--- src/rtl/pong_pkg.sv ---
// Shared types and constants for the pong match controller.
package pong_pkg;

  typedef enum logic [1:0] {
    SERVE_WAIT = 2'd0,
    PLAY       = 2'd1,
    OVER       = 2'd2
  } state_t;

  localparam int SCORE_W_DEFAULT = 4;

  localparam int               STEP_W   = 3;
  localparam logic [STEP_W-1:0] STEP_MAX = 3'd7;

  localparam logic DIR_LEFT  = 1'b0;
  localparam logic DIR_RIGHT = 1'b1;

  // Serve speed: speed_sel 0..3 maps to 1..4 pixels per frame.
  function automatic logic [STEP_W-1:0] base_step(input logic [1:0] sel);
    return {1'b0, sel} + 3'd1;
  endfunction

endpackage

--- src/rtl/pong_match_ctrl_if.sv ---
// Ball event / ball control link between the game datapath (master) and the match controller (slave).
interface pong_match_ctrl_if;
  import pong_pkg::*;

  logic              frame_tick;
  logic              left_miss;
  logic              right_miss;
  logic              paddle_hit;
  logic              ball_run;
  logic              ball_center;
  logic              serve_dir;
  logic [STEP_W-1:0] ball_step;

  modport master (
    output frame_tick, left_miss, right_miss, paddle_hit,
    input  ball_run, ball_center, serve_dir, ball_step
  );

  modport slave (
    input  frame_tick, left_miss, right_miss, paddle_hit,
    output ball_run, ball_center, serve_dir, ball_step
  );

endinterface

--- src/rtl/pong_edge_det.sv ---
// Registered rising-edge detector; history resets high so a level held through reset never fires.
module pong_edge_det (
  input  logic clk,
  input  logic rst,
  input  logic level,
  output logic rise
);

  logic prev;

  // NOTE: clocked state always uses non-blocking (<=) so every flop samples pre-edge values.
  always_ff @(posedge clk) begin
    if (rst) prev <= 1'b1;
    else     prev <= level;
  end

  assign rise = level & ~prev;

endmodule

--- src/rtl/pong_match_ctrl.sv ---
// Pong match sequencer: serve timing, scoring, winner and ball speed.
// Optional `PONG_RALLY_SPEEDUP_EN: ball_step rises every RALLY_HITS paddle hits within a rally.
module pong_match_ctrl
  import pong_pkg::*;
#(
  parameter int WIN_SCORE    = 9,
  parameter int SERVE_FRAMES = 60,
  parameter int SCORE_W      = SCORE_W_DEFAULT
`ifdef PONG_RALLY_SPEEDUP_EN
  , parameter int RALLY_HITS = 4
`endif
) (
  input  logic               clk,
  input  logic               rst,
  pong_match_ctrl_if.slave   ball,
  input  logic               score_reset,
  input  logic [1:0]         speed_sel,
  output logic [SCORE_W-1:0] score_l,
  output logic [SCORE_W-1:0] score_r,
  output logic               game_over,
  output logic               winner
);

  localparam int                 CNT_W    = (SERVE_FRAMES > 1) ? $clog2(SERVE_FRAMES) : 1;
  localparam logic [CNT_W-1:0]   CNT_LAST = CNT_W'(SERVE_FRAMES - 1);
  localparam logic [SCORE_W-1:0] WIN      = SCORE_W'(WIN_SCORE);

  state_t             state, state_d;
  logic [CNT_W-1:0]   frame_cnt, cnt_d;
  logic               center_q, center_d;
  logic               dir_q, dir_d;
  logic [STEP_W-1:0]  step_q, step_d;
  logic [SCORE_W-1:0] score_l_q, score_l_d, score_r_q, score_r_d;
  logic [SCORE_W-1:0] score_l_inc, score_r_inc;
  logic               winner_q, winner_d;
  logic               reset_rise;

`ifdef PONG_RALLY_SPEEDUP_EN
  localparam int               HIT_W    = (RALLY_HITS > 1) ? $clog2(RALLY_HITS) : 1;
  localparam logic [HIT_W-1:0] HIT_LAST = HIT_W'(RALLY_HITS - 1);
  logic [HIT_W-1:0] hit_cnt, hit_d;
`endif

  pong_edge_det u_score_reset_edge (
    .clk   (clk),
    .rst   (rst),
    .level (score_reset),
    .rise  (reset_rise)
  );

  // Scores stay below WIN_SCORE while incrementable, so these never wrap.
  assign score_l_inc = score_l_q + 1'b1;
  assign score_r_inc = score_r_q + 1'b1;

  always_ff @(posedge clk) begin
    if (rst) begin
      state     <= SERVE_WAIT;
      frame_cnt <= '0;
      center_q  <= 1'b0;
      dir_q     <= DIR_RIGHT;
      step_q    <= 3'd1;
      score_l_q <= '0;
      score_r_q <= '0;
      winner_q  <= 1'b0;
`ifdef PONG_RALLY_SPEEDUP_EN
      hit_cnt   <= '0;
`endif
    end else begin
      state     <= state_d;
      frame_cnt <= cnt_d;
      center_q  <= center_d;
      dir_q     <= dir_d;
      step_q    <= step_d;
      score_l_q <= score_l_d;
      score_r_q <= score_r_d;
      winner_q  <= winner_d;
`ifdef PONG_RALLY_SPEEDUP_EN
      hit_cnt   <= hit_d;
`endif
    end
  end

  // NOTE: every value written here is defaulted first, so no path can infer a latch.
  always_comb begin
    state_d   = state;
    cnt_d     = frame_cnt;
    center_d  = 1'b0;
    dir_d     = dir_q;
    step_d    = step_q;
    score_l_d = score_l_q;
    score_r_d = score_r_q;
    winner_d  = winner_q;
`ifdef PONG_RALLY_SPEEDUP_EN
    hit_d     = hit_cnt;
`endif

    // A score_reset press overrides everything, including a same-cycle miss.
    if (reset_rise) begin
      state_d   = SERVE_WAIT;
      cnt_d     = '0;
      center_d  = 1'b1;
      dir_d     = DIR_RIGHT;
      score_l_d = '0;
      score_r_d = '0;
      winner_d  = 1'b0;
    end else begin
      case (state)
        SERVE_WAIT: begin
          if (ball.frame_tick) begin
            if (frame_cnt == CNT_LAST) begin
              state_d = PLAY;
              cnt_d   = '0;
              step_d  = base_step(speed_sel);
`ifdef PONG_RALLY_SPEEDUP_EN
              hit_d   = '0;
`endif
            end else begin
              cnt_d = frame_cnt + 1'b1;
            end
          end
        end

        PLAY: begin
          if (ball.left_miss || ball.right_miss) begin
            state_d  = SERVE_WAIT;
            cnt_d    = '0;
            center_d = 1'b1;
            // A double miss is a dead ball: recentre without scoring.
            if (ball.left_miss && !ball.right_miss) begin
              score_r_d = score_r_inc;
              dir_d     = DIR_LEFT;
              if (score_r_inc == WIN) begin
                state_d  = OVER;
                winner_d = 1'b1;
              end
            end else if (ball.right_miss && !ball.left_miss) begin
              score_l_d = score_l_inc;
              dir_d     = DIR_RIGHT;
              if (score_l_inc == WIN) begin
                state_d  = OVER;
                winner_d = 1'b0;
              end
            end
          end
`ifdef PONG_RALLY_SPEEDUP_EN
          else if (ball.paddle_hit) begin
            if (hit_cnt == HIT_LAST) begin
              hit_d = '0;
              if (step_q != STEP_MAX) step_d = step_q + 1'b1;
            end else begin
              hit_d = hit_cnt + 1'b1;
            end
          end
`endif
        end

        OVER: ;

        default: state_d = SERVE_WAIT;
      endcase
    end
  end

  always_comb begin
    ball.ball_run    = (state == PLAY);
    ball.ball_center = center_q;
    ball.serve_dir   = dir_q;
    ball.ball_step   = step_q;
    score_l          = score_l_q;
    score_r          = score_r_q;
    game_over        = (state == OVER);
    winner           = winner_q;
  end

endmodule

--- src/flat_wrapper.sv ---
// flat-port wrapper written by rule: the top's interface ports become plain ports
module pong_match_ctrl_flat import pong_pkg::*;
#(
  parameter int WIN_SCORE    = 9,
  parameter int SERVE_FRAMES = 60,
  parameter int SCORE_W      = SCORE_W_DEFAULT

)
  (clk, rst, score_reset, speed_sel, score_l, score_r, game_over, winner, ball_frame_tick, ball_left_miss, ball_right_miss, ball_paddle_hit, ball_ball_run, ball_ball_center, ball_serve_dir, ball_ball_step);
  pong_match_ctrl_if ball_i ();
  input  logic clk;
  input  logic rst;
  input  logic score_reset;
  input  logic [1:0] speed_sel;
  output logic [SCORE_W-1:0] score_l;
  output logic [SCORE_W-1:0] score_r;
  output logic game_over;
  output logic winner;
  input wire logic [$bits(ball_i.frame_tick)-1:0] ball_frame_tick;
  input wire logic [$bits(ball_i.left_miss)-1:0] ball_left_miss;
  input wire logic [$bits(ball_i.right_miss)-1:0] ball_right_miss;
  input wire logic [$bits(ball_i.paddle_hit)-1:0] ball_paddle_hit;
  output wire logic [$bits(ball_i.ball_run)-1:0] ball_ball_run;
  output wire logic [$bits(ball_i.ball_center)-1:0] ball_ball_center;
  output wire logic [$bits(ball_i.serve_dir)-1:0] ball_serve_dir;
  output wire logic [$bits(ball_i.ball_step)-1:0] ball_ball_step;
  assign ball_i.frame_tick = ball_frame_tick;
  assign ball_i.left_miss = ball_left_miss;
  assign ball_i.right_miss = ball_right_miss;
  assign ball_i.paddle_hit = ball_paddle_hit;
  assign ball_ball_run = ball_i.ball_run;
  assign ball_ball_center = ball_i.ball_center;
  assign ball_serve_dir = ball_i.serve_dir;
  assign ball_ball_step = ball_i.ball_step;
  pong_match_ctrl #(.WIN_SCORE(WIN_SCORE), .SERVE_FRAMES(SERVE_FRAMES), .SCORE_W(SCORE_W)) u_core (.clk(clk), .rst(rst), .ball(ball_i), .score_reset(score_reset), .speed_sel(speed_sel), .score_l(score_l), .score_r(score_r), .game_over(game_over), .winner(winner));
endmodule
--- config.mk ---
export PLATFORM = sky130hd
export DESIGN_NAME = pong_match_ctrl_flat
export DESIGN_NICKNAME = d
export VERILOG_FILES = /design/src/rtl/pong_pkg.sv /design/src/rtl/pong_match_ctrl_if.sv /design/src/rtl/pong_edge_det.sv /design/src/rtl/pong_match_ctrl.sv /design/src/flat_wrapper.sv
export SDC_FILE = /design/constraint.sdc
export NUM_CORES = 1
export LEC_CHECK = 0
export ABC_AREA = 0
export CAP_MARGIN = 20
export CORE_MARGIN = 4
export CORE_UTILIZATION = 55
export CTS_BUF_LIST = sky130_fd_sc_hd__clkbuf_4
export DETAILED_ROUTE_END_ITERATION = 12
export HOLD_SLACK_MARGIN = 0.03
export PLACE_DENSITY = 0.85
export SYNTH_ARGS = -nofsm -noshare
export SYNTH_HDL_FRONTEND = slang
export SYNTH_SLANG_ARGS = --single-unit
--- constraint.sdc ---
create_clock -name clk -period 4.2 [get_ports clk]
set_clock_uncertainty 0.1 [all_clocks]
set_input_delay 1.26 -clock clk [delete_from_list [all_inputs] [get_ports clk]]
set_output_delay 1.26 -clock clk [all_outputs]
set_load 0.05 [all_outputs]
# Word level (Yosys, flattened, before mapping)
# Index checks and enable logic that the tools add are counted.
[classes]
addsub = 4
n_bitwise = 5
eq_ne = 9
n_mux = 21
n_reduce_logical = 17
[ops]
columns = ["operator", "n"]
rows = [
  ["6-bit two-way mux", 3],
  ["2-bit two-way mux", 7],
  ["6-bit case mux with 2 select lines", 1],
  ["4-bit AND reduction", 3],
  ["1-bit two-way mux", 9],
  ["3-bit AND reduction", 3],
  ["4-bit by 1-bit adder with 4-bit output (second input constant)", 2],
  ["4-bit equality test (second input constant)", 2],
  ["6-bit by 1-bit adder with 6-bit output (second input constant)", 1],
  ["6-bit equality test (second input constant)", 1],
  ["2-bit case mux with 3 select lines", 1],
  ["2-bit nonzero test", 3],
  ["5-bit AND reduction", 1],
  ["2-bit by 1-bit != test with 1-bit output (second input constant)", 2],
  ["2-bit != test (second input constant)", 2],
  ["1-bit inverter", 4],
  ["2-bit by 1-bit adder with 3-bit output (second input constant)", 1],
  ["2-bit by 1-bit equality test with 1-bit output (second input constant)", 1],
  ["2-bit equality test (second input constant)", 1],
  ["1-bit logical AND", 2],
  ["1-bit logical NOT", 2],
  ["2-bit logical NOT", 1],
  ["2-bit OR reduction", 1],
  ["1-bit AND", 1],
  ["1-bit logical OR", 1],
]
[totals]
ff_bits = 23
elab_cells = 65
output_inout_bits = 16
input_bits = 9

# Depth between registers and ports, before layout
[depth]
word_depth = 7
depth_mapped = 7
ltp_nobuf = 7

# Cells and area by module
# Synthesis repeated with hierarchy kept, for this count alone.
[hier_totals]
hier_cells = 141
area_unflattened_um2 = 1181.1
[by_module_without_submodules]
columns = ["module", "seq_area_each_um2", "n_inst", "area_per_inst_um2", "cells_each"]
rows = [
  ["pong_match_ctrl", 440.4, 1, 1148.6, 138],
  ["pong_edge_det", 20.0, 1, 32.5, 3],
]

# Least setup slack after synthesis
# No wires, ideal clock.
[synth_path]
kind = "in2reg"
start = "input port ball_right_miss"
end = "register u_core.frame_cnt[3]"
n_path_buf = 0
setup_time_ps = 117
arrival_ps = 2292
setup_slack_ps = 1691
cell_stages = 7
t_required_ps = 3983
cell_sequence = "inv_1 > ha_1 > or2b_1 > a21oi_4 > and2b_1 > xnor2_1 > nor2_1"
[synth_between]
elab_chain_cells = 3
[synth_lines]
columns = ["item", "line", "rtl"]
rows = [
  ["start, declared", "flat_wrapper.sv:21", "input wire logic [$bits(ball_i.right_miss)-1:0] ball_right_miss;"],
  ["1-bit logical OR", "pong_match_ctrl.sv:124", "if (ball.left_miss || ball.right_miss) begin"],
  ["2-bit by 1-bit != test with 1-bit output (no line)", "--", ""],
  ["3-bit AND reduction (no line)", "--", ""],
  ["end signal, assigned", "pong_match_ctrl.sv:70", "frame_cnt <= cnt_d;"],
  ["end, declared", "pong_match_ctrl.sv:29", "logic [CNT_W-1:0] frame_cnt, cnt_d;"],
]
# Every way passes these cells.
# A chain may end at the register's enable or synchronous reset.

# Worst setup path in the final report
[layout_path]
start = "register u_core.state[0]"
end = "output port ball_ball_run"
[layout_between]
elab_chain_cells = 1
[layout_lines]
columns = ["item", "line", "rtl"]
rows = [
  ["start, declared", "pong_match_ctrl.sv:28", "state_t state, state_d;"],
  ["start signal, assigned", "pong_match_ctrl.sv:69", "state <= state_d;"],
  ["2-bit by 1-bit equality test with 1-bit output", "pong_match_ctrl.sv:165", "ball.ball_run = (state == PLAY);"],
  ["end, declared", "flat_wrapper.sv:23", "output wire logic [$bits(ball_i.ball_run)-1:0] ball_ball_run;"],
]
# Every way passes these cells.

==> impl_metrics.yaml <==
worst_hold_path:
  hold_class: "flop to flop"
  min_from: "u_core.ball.ball_step[0]"
  min_path_cells: 1
  whs_endpoint: "u_core.ball.ball_step[0]"
finish:
  final_layout_size_suffix_gt1_share_pct: 4.908
  final.fill_count: 166
  antenna_cells: 0
  design_area_sq_um: 1488
  fin_nets: 182
  syn_to_final_growth_pct: 21.95
sta:
  finalSetupViolations: 0
  worst_slack_ns: 0.9126
  final_max_slew_viol_count: 0
  tightest_slew_ns: 0.5188
  post-route-period-util_pct: 78.27
  fmax_mhz: 304.2
  maxSlewHeadroom_pct: 65.41
  rsz0062_at_grt: "false"
  tns_ns: 0
  finalHoldViolCount: 0
  hold_slack_ns: 0.4010
  fin_crit_ns: 3.287
route:
  vias: 1022
  routed_wl_um: 2348
  drtIter0Drc: 13
  ant_nets: 0
  wire_per_inst_um: 12.36
  first_pass_iters: 4
  viasPerCell: 5.379
  drcViolationCount: 0
clock_network:
  insertion_delay_ns: 0.30
  cts_buffers: 3
  clk_pin_slew_worst_paths_ns: 0.12
  cts.sinks: 23
  cts_root_buf: "clkbuf_4"
  htree_levels: 1
  cts_tree: "built"
  postCtsHoldBufs: 0
  ctsLongestPathBuffers: 2
  postCtsSetupBuffers: 0
  cts-resized-gates: 0
placement:
  place.detailed.hpwl_um: 1863
  gp_congestion: 0.7545
  port_buffers: 23
  pre_cts_slack_ns: 0.9779
  post_dp_cell_area_sq_um: 1458
die:
  placeableCoreArea_sq_um: 2042
  initial_core_util_pct: 59.74
  die_width_um: 55.10
  die_h_um: 55.10
  core.rowCount: 16
  die_area_sq_um: 3035
  ios: 25
yosys:
  syn_area_sq_um: 1220
  syn-num-nets: 157
  ys_warn_count: 0
  seq_area_frac_synth_pct: 37.74
  synth_cell_types: 34
  netlist_instances: 139
  syn_avg_cell_area_sq_um: 8.776
  synth_seq_cells: 23
setup_path:
  startpoint_type: "flop"
  crit_required_ns: 2.84
  criticalPathCategory: "flop to output port"
  r2r_slack_ns: 2.46
  critPathMaxStageDelay_ns: 0.88
  slowest_stage: "clkdlybuf4s50_1"
  r2r.worst_path.cells: 6
  worstPathArrival_ns: 1.93
  cp_max_fo: 9
  critPathBufInv: 1
  reg2reg_to: "u_core.winner"
  cpLargestDelayFamily: "buffers and inverters"
  r2r-start: "u_core.score_l[0]"
  cp_cell_sequence: "nor2b_2, clkdlybuf4s50_1"
  worstSetupEndpointType: "output port"
global_route:
  grt_antenna_before_repair: 0
  overflow: 0
  grt_pass1_wl_um: 4105
  grt_use_total_pct: 18.17
  grt_max_degree: 14
  grt_pass1_vias: 993
status:
  status: "finished clean"
power:
  leakage_uw: 0.0005731
  vdd_ir_drop_max_uv: 179.8
  cellPowerDensity_nw_per_um2: 240.5
job:
  maxCapViolCount: 0
-- state kept, by name, summed over array words and instances (netlist names) --
signal	cells
u_core.frame_cnt	6
u_core.score_l	4
u_core.score_r	4
u_core.ball.ball_step	3
u_core.state	2
u_core.ball.ball_center	1
u_core.ball.serve_dir	1
u_core.u_score_reset_edge.prev	1
u_core.winner	1
-- cells by family after synthesis --
family                   synth area share, %
AND/OR/NAND/NOR                        25.95
flip-flops                             37.74
AO/OA/AOI/OAI                          11.49
XOR/XNOR                               7.179
buffers and inverters                  4.308
adder cells (fa/ha/maj)                9.231
multiplexers                           4.103
-- stage by stage --
stage	utilization, %	total power [uW]	cells
after floorplan	-	244.4	139
after global placement	71.38	255.9	186
after detailed placement	71.38	257.3	186
after CTS	72.86	359.8	190
after global routing	72.86	375.2	190
final	72.86	357.8	190
-- worst max path at each step --
| stage | slack, ns | depth (start not counted) | start | end |
|---|---|---|---|---|
| 2_1_floorplan | 1.69 | 7 | ball_right_miss | u_core.frame_cnt[3] |
| 3_3_place_gp | 1.01 | 8 | ball_right_miss | u_core.frame_cnt[1] |
| 3_5_place_dp | 0.98 | 8 | ball_right_miss | u_core.frame_cnt[3] |
| 4_1_cts | 0.91 | 2 | u_core.state[0] | ball_ball_run |
| 5_1_grt | 0.82 | 2 | u_core.state[0] | ball_ball_run |
| 6_report | 0.91 | 2 | u_core.state[0] | ball_ball_run |
-- cell usage in the layout, fill, tap and decap left out, types with 2 or more instances in the layout --
master	Yosys	routed
clkdlybuf4s50_1	0	23
dfxtp_1	23	23
nor2_1	18	18
nand2_1	15	15
ha_1	9	9
inv_1	7	7
nand3_1	6	6
xor2_1	6	6
nand2b_1	5	5
a21oi_1	5	5
mux2i_1	5	5
nand4_1	4	4
nor3_1	4	4
o21ai_0	4	4
xnor2_1	4	4
clkbuf_4	0	4
and2b_1	2	2
a311oi_1	2	2
nor4bb_1	2	2
-- area by class of cell --
class / count / area, sq um / area share [%]
well taps: 27 / 33.78 / 2.271
inverters: 7 / 26.28 / 1.766
repair buffers: 23 / 230.2 / 15.48
multi-input cells: 106 / 706.9 / 47.52
flip-flops and latches: 23 / 460.4 / 30.95
clock buffers: 4 / 30.03 / 2.018
-- worst register-to-register path, delay by kind of cell, from the launching register on --
family	cells	cell delay [ns]
DFF	1	0.38
adders and majority gates	1	0.27
AOI/OAI and AO/OA	4	0.62
and+or+nand+nor	1	0.29
-- routing by layer --
metal / wire, um / GRT usage (%) / up-vias
met5: 0 / 0 / -
met4: 25 / 4.858 / 0
met3: 127 / 5.094 / 5
met2: 1094 / 30.71 / 23
met1: 1100 / 22.51 / 467
li1: - / - / 527
-- synthesized netlist by cell type, drive strengths merged --
| cell | instances | area [sq um] |
|---|---|---|
| a2111oi | 1 | 8.760 |
| a211o | 1 | 8.760 |
| a21oi | 6 | 41.29 |
| a22o | 1 | 8.760 |
| a311oi | 2 | 17.52 |
| a41o | 1 | 11.26 |
| a41oi | 1 | 8.760 |
| and2b | 2 | 15.01 |
| and3b | 1 | 8.760 |
| buf | 2 | 22.52 |
| clkbuf | 1 | 3.750 |
| dfxtp | 23 | 460.4 |
| ha | 9 | 112.6 |
| inv | 7 | 26.28 |
| mux2i | 5 | 50.05 |
| nand2 | 15 | 56.30 |
| nand2b | 5 | 31.28 |
| nand3 | 6 | 30.03 |
| nand3b | 1 | 7.510 |
| nand4 | 4 | 25.02 |
| nor2 | 18 | 67.56 |
| nor2b | 2 | 15.02 |
| nor3 | 4 | 20.02 |
| nor4bb | 2 | 20.02 |
| o211ai | 1 | 7.510 |
| o21a | 1 | 7.510 |
| o21ai | 4 | 20.02 |
| or2 | 1 | 6.260 |
| or2b | 1 | 7.510 |
| or3 | 1 | 6.260 |
| xnor2 | 4 | 35.03 |
| xor2 | 6 | 52.55 |
-- power breakdown --
group	internal (uW)	leakage (uW)	switching (uW)
logic	14.1	0.000369	15.6
clock network	43.4	0.0000184	62.4
registers	221	0.000186	1.65
total	278	0.000573	79.6
No activity file was read; power rests on OpenSTA's default activity.
